$ cat config.mk
export PLATFORM = sky130hd
export DESIGN_NAME = fifo_read_port
export DESIGN_NICKNAME = d
export VERILOG_FILES = /design/src/rtl/fifo_read_port.sv
export SDC_FILE = /design/constraint.sdc
export NUM_CORES = 1
export LEC_CHECK = 0
export BUFFER_PORTS_ARGS = -buffer_cell sky130_fd_sc_hd__buf_2
export CORE_ASPECT_RATIO = 0.75
export CORE_UTILIZATION = 53
export DETAILED_ROUTE_END_ITERATION = 7
export PLACE_DENSITY = 0.79
export SETUP_SLACK_MARGIN = 0.3
export SLEW_MARGIN = 20
export SYNTH_ARGS = -nofsm -noshare
export SYNTH_HDL_FRONTEND = slang
export SYNTH_SLANG_ARGS = --single-unit
export TNS_END_PERCENT = 20
$ cat constraint.sdc
create_clock -name clk -period 4.28 [get_ports clk]
set_input_delay 0.856 -clock clk [delete_from_list [all_inputs] [get_ports clk]]
set_output_delay 0.856 -clock clk [all_outputs]
set_load 0.05 [all_outputs]
$ cat src/rtl/fifo_read_port.sv
// Read side of the UART byte FIFO: tracks RAM occupancy, fetches from a
// synchronous-read RAM and presents bytes first-word-fall-through via a 2-entry buffer.
module fifo_read_port #(
  parameter int ADDR_WIDTH = 4,
  parameter int DATA_WIDTH = 8
) (
  input  logic                  clk,
  input  logic                  rst,
  input  logic                  wr_commit,
  output logic                  f_full,
  output logic                  f_empty,
  output logic [ADDR_WIDTH+1:0] fill_level,
  output logic                  mem_rd_en,
  output logic [ADDR_WIDTH-1:0] rd_ptr,
  input  logic [DATA_WIDTH-1:0] mem_rdata,
  output logic                  rd_valid,
  input  logic                  rd_ready,
  output logic [DATA_WIDTH-1:0] rd_data,
  output logic                  ovf_err
);

  localparam int DEPTH = 2 ** ADDR_WIDTH;
  localparam logic [ADDR_WIDTH:0] DEPTH_C = (ADDR_WIDTH + 1)'(DEPTH);

  logic [ADDR_WIDTH:0]   mem_count_q, mem_count_d;
  logic                  inflight_q, inflight_d;
  logic [1:0]            buf_count_q, buf_count_d;
  logic [DATA_WIDTH-1:0] head_q, head_d, tail_q, tail_d;
  logic [ADDR_WIDTH-1:0] rd_ptr_q, rd_ptr_d;
  logic                  ovf_err_q, ovf_err_d;

  logic       full;
  logic       pop;
  logic       fetch;
  logic       commit_ok;
  logic [1:0] occ_after_pop;

  always_comb begin
    full      = (mem_count_q == DEPTH_C);
    pop       = (buf_count_q != 2'd0) && rd_ready;
    // buf_count + inflight never exceeds 2 and pop implies buf_count >= 1,
    // so this 2-bit sum neither overflows nor underflows.
    occ_after_pop = buf_count_q + {1'b0, inflight_q} - {1'b0, pop};
    fetch     = (mem_count_q != '0) && (occ_after_pop < 2'd2);
    commit_ok = wr_commit && !full;

    mem_count_d = mem_count_q;
    if (commit_ok && !fetch) begin
      mem_count_d = mem_count_q + 1'b1;
    end else if (!commit_ok && fetch) begin
      mem_count_d = mem_count_q - 1'b1;
    end

    rd_ptr_d   = fetch ? rd_ptr_q + ADDR_WIDTH'(1) : rd_ptr_q;
    inflight_d = fetch;
    ovf_err_d  = ovf_err_q | (wr_commit & full);

    head_d      = head_q;
    tail_d      = tail_q;
    buf_count_d = buf_count_q;
    case ({inflight_q, pop})
      2'b01: begin
        head_d      = tail_q;
        buf_count_d = buf_count_q - 2'd1;
      end
      2'b10: begin
        if (buf_count_q == 2'd0) begin
          head_d = mem_rdata;
        end else begin
          tail_d = mem_rdata;
        end
        buf_count_d = buf_count_q + 2'd1;
      end
      2'b11: begin
        // Capture replaces the popped entry; count stays the same.
        if (buf_count_q == 2'd1) begin
          head_d = mem_rdata;
        end else begin
          head_d = tail_q;
          tail_d = mem_rdata;
        end
      end
      default: ;
    endcase
  end

  always_ff @(posedge clk) begin
    if (rst) begin
      mem_count_q <= '0;
      inflight_q  <= 1'b0;
      buf_count_q <= 2'd0;
      head_q      <= '0;
      tail_q      <= '0;
      rd_ptr_q    <= '0;
      ovf_err_q   <= 1'b0;
    end else begin
      mem_count_q <= mem_count_d;
      inflight_q  <= inflight_d;
      buf_count_q <= buf_count_d;
      head_q      <= head_d;
      tail_q      <= tail_d;
      rd_ptr_q    <= rd_ptr_d;
      ovf_err_q   <= ovf_err_d;
    end
  end

  assign f_full     = full;
  assign f_empty    = (mem_count_q == '0) && !inflight_q && (buf_count_q == 2'd0);
  assign fill_level = {1'b0, mem_count_q} + {{(ADDR_WIDTH+1){1'b0}}, inflight_q}
                    + {{ADDR_WIDTH{1'b0}}, buf_count_q};
  assign mem_rd_en  = fetch;
  assign rd_ptr     = rd_ptr_q;
  assign rd_valid   = (buf_count_q != 2'd0);
  assign rd_data    = head_q;
  assign ovf_err    = ovf_err_q;

endmodule

==> run_results.csv <==
group,metric,value,unit
route,avgViaCountPerCell,5.570,
placement,gp_congestion,0.8714,
cells_and_area,final_area,1788,µm²
run,maxCapViolCount,0,
setup_path,cp_data_arrival_time,3.75,ns
route,finalWirelength,3189,µm
sta,max_freq,282.3,MHz
placement,dp_cells,228,
synthesis,syn-instance-count,164,
route,ant_nets,0,
route,drc_errors,0,
sta,slew_viol_final,0,
clocking,htreeDepth,2,
grt,overflow,0,
floorplanning,die_h,48.44,µm
setup_path,start_kind,"flop",
placement,io_buffer_count,34,
sta,finClkSkew,0.008336,ns
sta,finalCriticalPeriod,3.542,ns
floorplanning,die_x,63.92,µm
clocking,cts_buffers,5,
setup_path,cp_slowest_cell,"or4b_4",
setup_path,path_class,"reg -> reg",
grt,grt.total_usage,0.2232,
sta,setup_tns,0,ns
cells_and_area,multi_input_area,864.6,µm²
synthesis,synth_top_family_by_area,"simple AND/OR/NAND/NOR gates",
synthesis,syn-cell-area,1524,µm²
cells_and_area,drive_above_1_share,0.2412,
sta,setup_viol,0,
cells_and_area,final_util,0.6715,
clocking,clk_pin_slew,0.06,ns
grt,grt_max_degree,30,
min_path,hp-class,"reg -> reg",
floorplanning,core_area,2663,µm²
sta,tightest_slew,0.9790,ns
clocking,cts_sinks,29,
clocking,cts_tree,"built",
route,wl_per_cell,13.57,µm
synthesis,synth_compound_gate_area_share,0.1502,
synthesis,synth_xor_area_frac,0.06240,
clocking,root_buffer,"clkbuf_8",
grt,grt_pass1_wl,5244,µm
setup_path,endpoint_kind,"flop",
setup_path,max_stage_delay,0.53,ns
sta,rsz0062_at_grt,"false",
setup_path,crit_fanout,9,
cells_and_area,antennaDiodeCount,0,
sta,finalHoldViolCount,0,
cells_and_area,register_area,580.6,µm²
synthesis,synth.area.top_cells,"dfxtp_1, ha_1, mux2i_1",
setup_path,cp_common_cell,"ha_1",
placement,dp_hpwl,2330,µm
sta,maxSlewHeadroom,0.3473,
route,first_pass_iters,4,
floorplanning,fp-row-count,16,
clocking,clock_latency,0.28,ns
cells_and_area,area_delta_synth_final,17.32,%
synthesis,synth-seq-cells,29,
synthesis,synth_adder_area_share,0.1133,
synthesis,seq_area_frac_synth,0.3810,
floorplanning,io_pins,35,
clocking,post_cts_buffers,0,
setup_path,critical_path.cell_chain,"inv_1 > ha_1 > or4b_4 > o21ai_2 > xnor2_2 > or2_2 > ha_1 > inv_1 > ha_1 > a21o_1 > a21oi_1 > xnor2_1 > or3_1 > a21oi_1",
synthesis,synth-simple-area-share,0.1691,
route,vias,1309,
synthesis,synth.area.mux_share,0.07225,
synthesis,syn_nets,188,
placement,placed_area,1702,µm²
cells_and_area,finalNonFillerCells,235,
synthesis,synth_top_area_cell,"dfxtp_1",
route,drt_iter0_drc,72,
synthesis,synth.avg_cell_area,9.292,µm²
clocking,cts-hold-fix-buffers,0,
outcome,status,"complete, no violations",
cells_and_area,nets,223,
grt,grt_pass1_vias,1146,
synthesis,yosys_warnings,0,
synthesis,ys_types,38,
cells_and_area,n_fill_cell,228,
synthesis,synth_top_area_frac,0.3810,
grt,antenna_found_initial,0,
sta,finalCritPeriodShare,0.8276,
floorplanning,start_util,0.5724,
floorplanning,dieArea,3096,µm²
setup_path,cp.required,4.49,ns
clocking,cts_resized,0,
clocking,cts_buffer_depth,2,
## layer usage
layer / global-route usage / vias to the layer above / share of wire
met5: 0 / - / 0
met4: 0.08333 / 0 / 0.014
met3: 0.06604 / 6 / 0.062
met2: 0.3493 / 37 / 0.46
met1: 0.2904 / 620 / 0.46
li1: - / 646 / -
## layout make-up
type	instances	area share
repair buffers	34	0.09517
well taps	36	0.02519
flip-flops and latches	29	0.3247
multi-input cells	118	0.4836
clock buffers	7	0.04829
inverters	11	0.02309
## cell families (layout without fill, tap and decap cells)
group	count (synthesis)	in the layout
XOR/XNOR	10	10
buffers and inverters	17	52
flip-flops	29	29
AND/OR/NAND/NOR	52	52
adder cells (fa/ha/maj)	12	12
multiplexers	11	11
AO/OA/AOI/OAI	33	33
## cells in the mapped netlist
master           number
a21o_1                2
a21oi_1              12
a221oi_1              8
a311oi_2              1
a31o_2                1
and2_1                1
and2b_1               1
and3_1                1
buf_1                 1
buf_2                 1
buf_6                 1
clkbuf_1              2
clkdlybuf4s15_1       1
dfxtp_1              29
fa_1                  3
ha_1                  9
inv_1                11
mux2i_1              11
nand2_1               2
nand3_1               2
nor2_1               26
nor2b_1               3
nor3_1                8
nor4_1                1
o2111a_1              1
o21ai_0               4
o21ai_1               1
o21ai_2               1
o31ai_1               2
or2_2                 1
or3_1                 1
or3_2                 1
or3b_2                1
or4_1                 2
or4b_4                1
xnor2_1               5
xnor2_2               1
xor2_1                4
## placed cells by master, fill, tap and decap left out, types with 2 or more instances in the layout
| cell | count |
|---|---|
| or4_1 | 2 |
| xnor2_1 | 5 |
| nand3_1 | 2 |
| o21ai_0 | 4 |
| clkbuf_8 | 6 |
| nor3_1 | 8 |
| o31ai_1 | 2 |
| mux2i_1 | 11 |
| a21oi_1 | 12 |
| nor2b_1 | 3 |
| inv_1 | 11 |
| nand2_1 | 2 |
| ha_1 | 9 |
| nor2_1 | 26 |
| buf_2 | 34 |
| dfxtp_1 | 29 |
| fa_1 | 3 |
| a21o_1 | 2 |
| a221oi_1 | 8 |
| xor2_1 | 4 |
## path summary, 6_finish.rpt
kind	cells after the start	from	endpoint	slack, ns
min reg2reg	2	ovf_err$_SDFF_PP0_	ovf_err$_SDFF_PP0_	0.47
min	2	ovf_err$_SDFF_PP0_	ovf_err$_SDFF_PP0_	0.47
max reg2reg	14	buf_count_q[1]$_SDFFE_PP0P_	mem_count_q[4]$_SDFFE_PP0P_	0.74
max	14	buf_count_q[1]$_SDFFE_PP0P_	mem_count_q[4]$_SDFFE_PP0P_	0.74
## per-stage QoR
step	hold slack (ns)	worst slack, ns
floorplan	0.4604	0.9957
global placement	0.4481	0.7831
detailed placement	0.4609	0.6586
CTS	0.4757	0.7403
global route	0.5198	0.5693
finish	0.4731	0.7380
## registers in the layout, indices dropped and copies added, names as in the netlist
signal / count
inflight_q: 1
rd_data: 8
rd_ptr: 4
buf_count_q: 2
tail_q: 8
mem_count_q: 5
ovf_err: 1
## worst max-delay path, delay by kind of cell, from the launching register on
family,cells,cell delay (ns)
AND/OR/NAND/NOR,3,1.16
adder cells (fa/ha/maj),3,0.81
AO/OA/AOI/OAI,4,0.58
flip-flops,1,0.41
buffers and inverters,2,0.29
XOR/XNOR,2,0.22
Power is not shown: default switching activity piles up to over one toggle a cycle in this logic, so the estimate is an artifact.
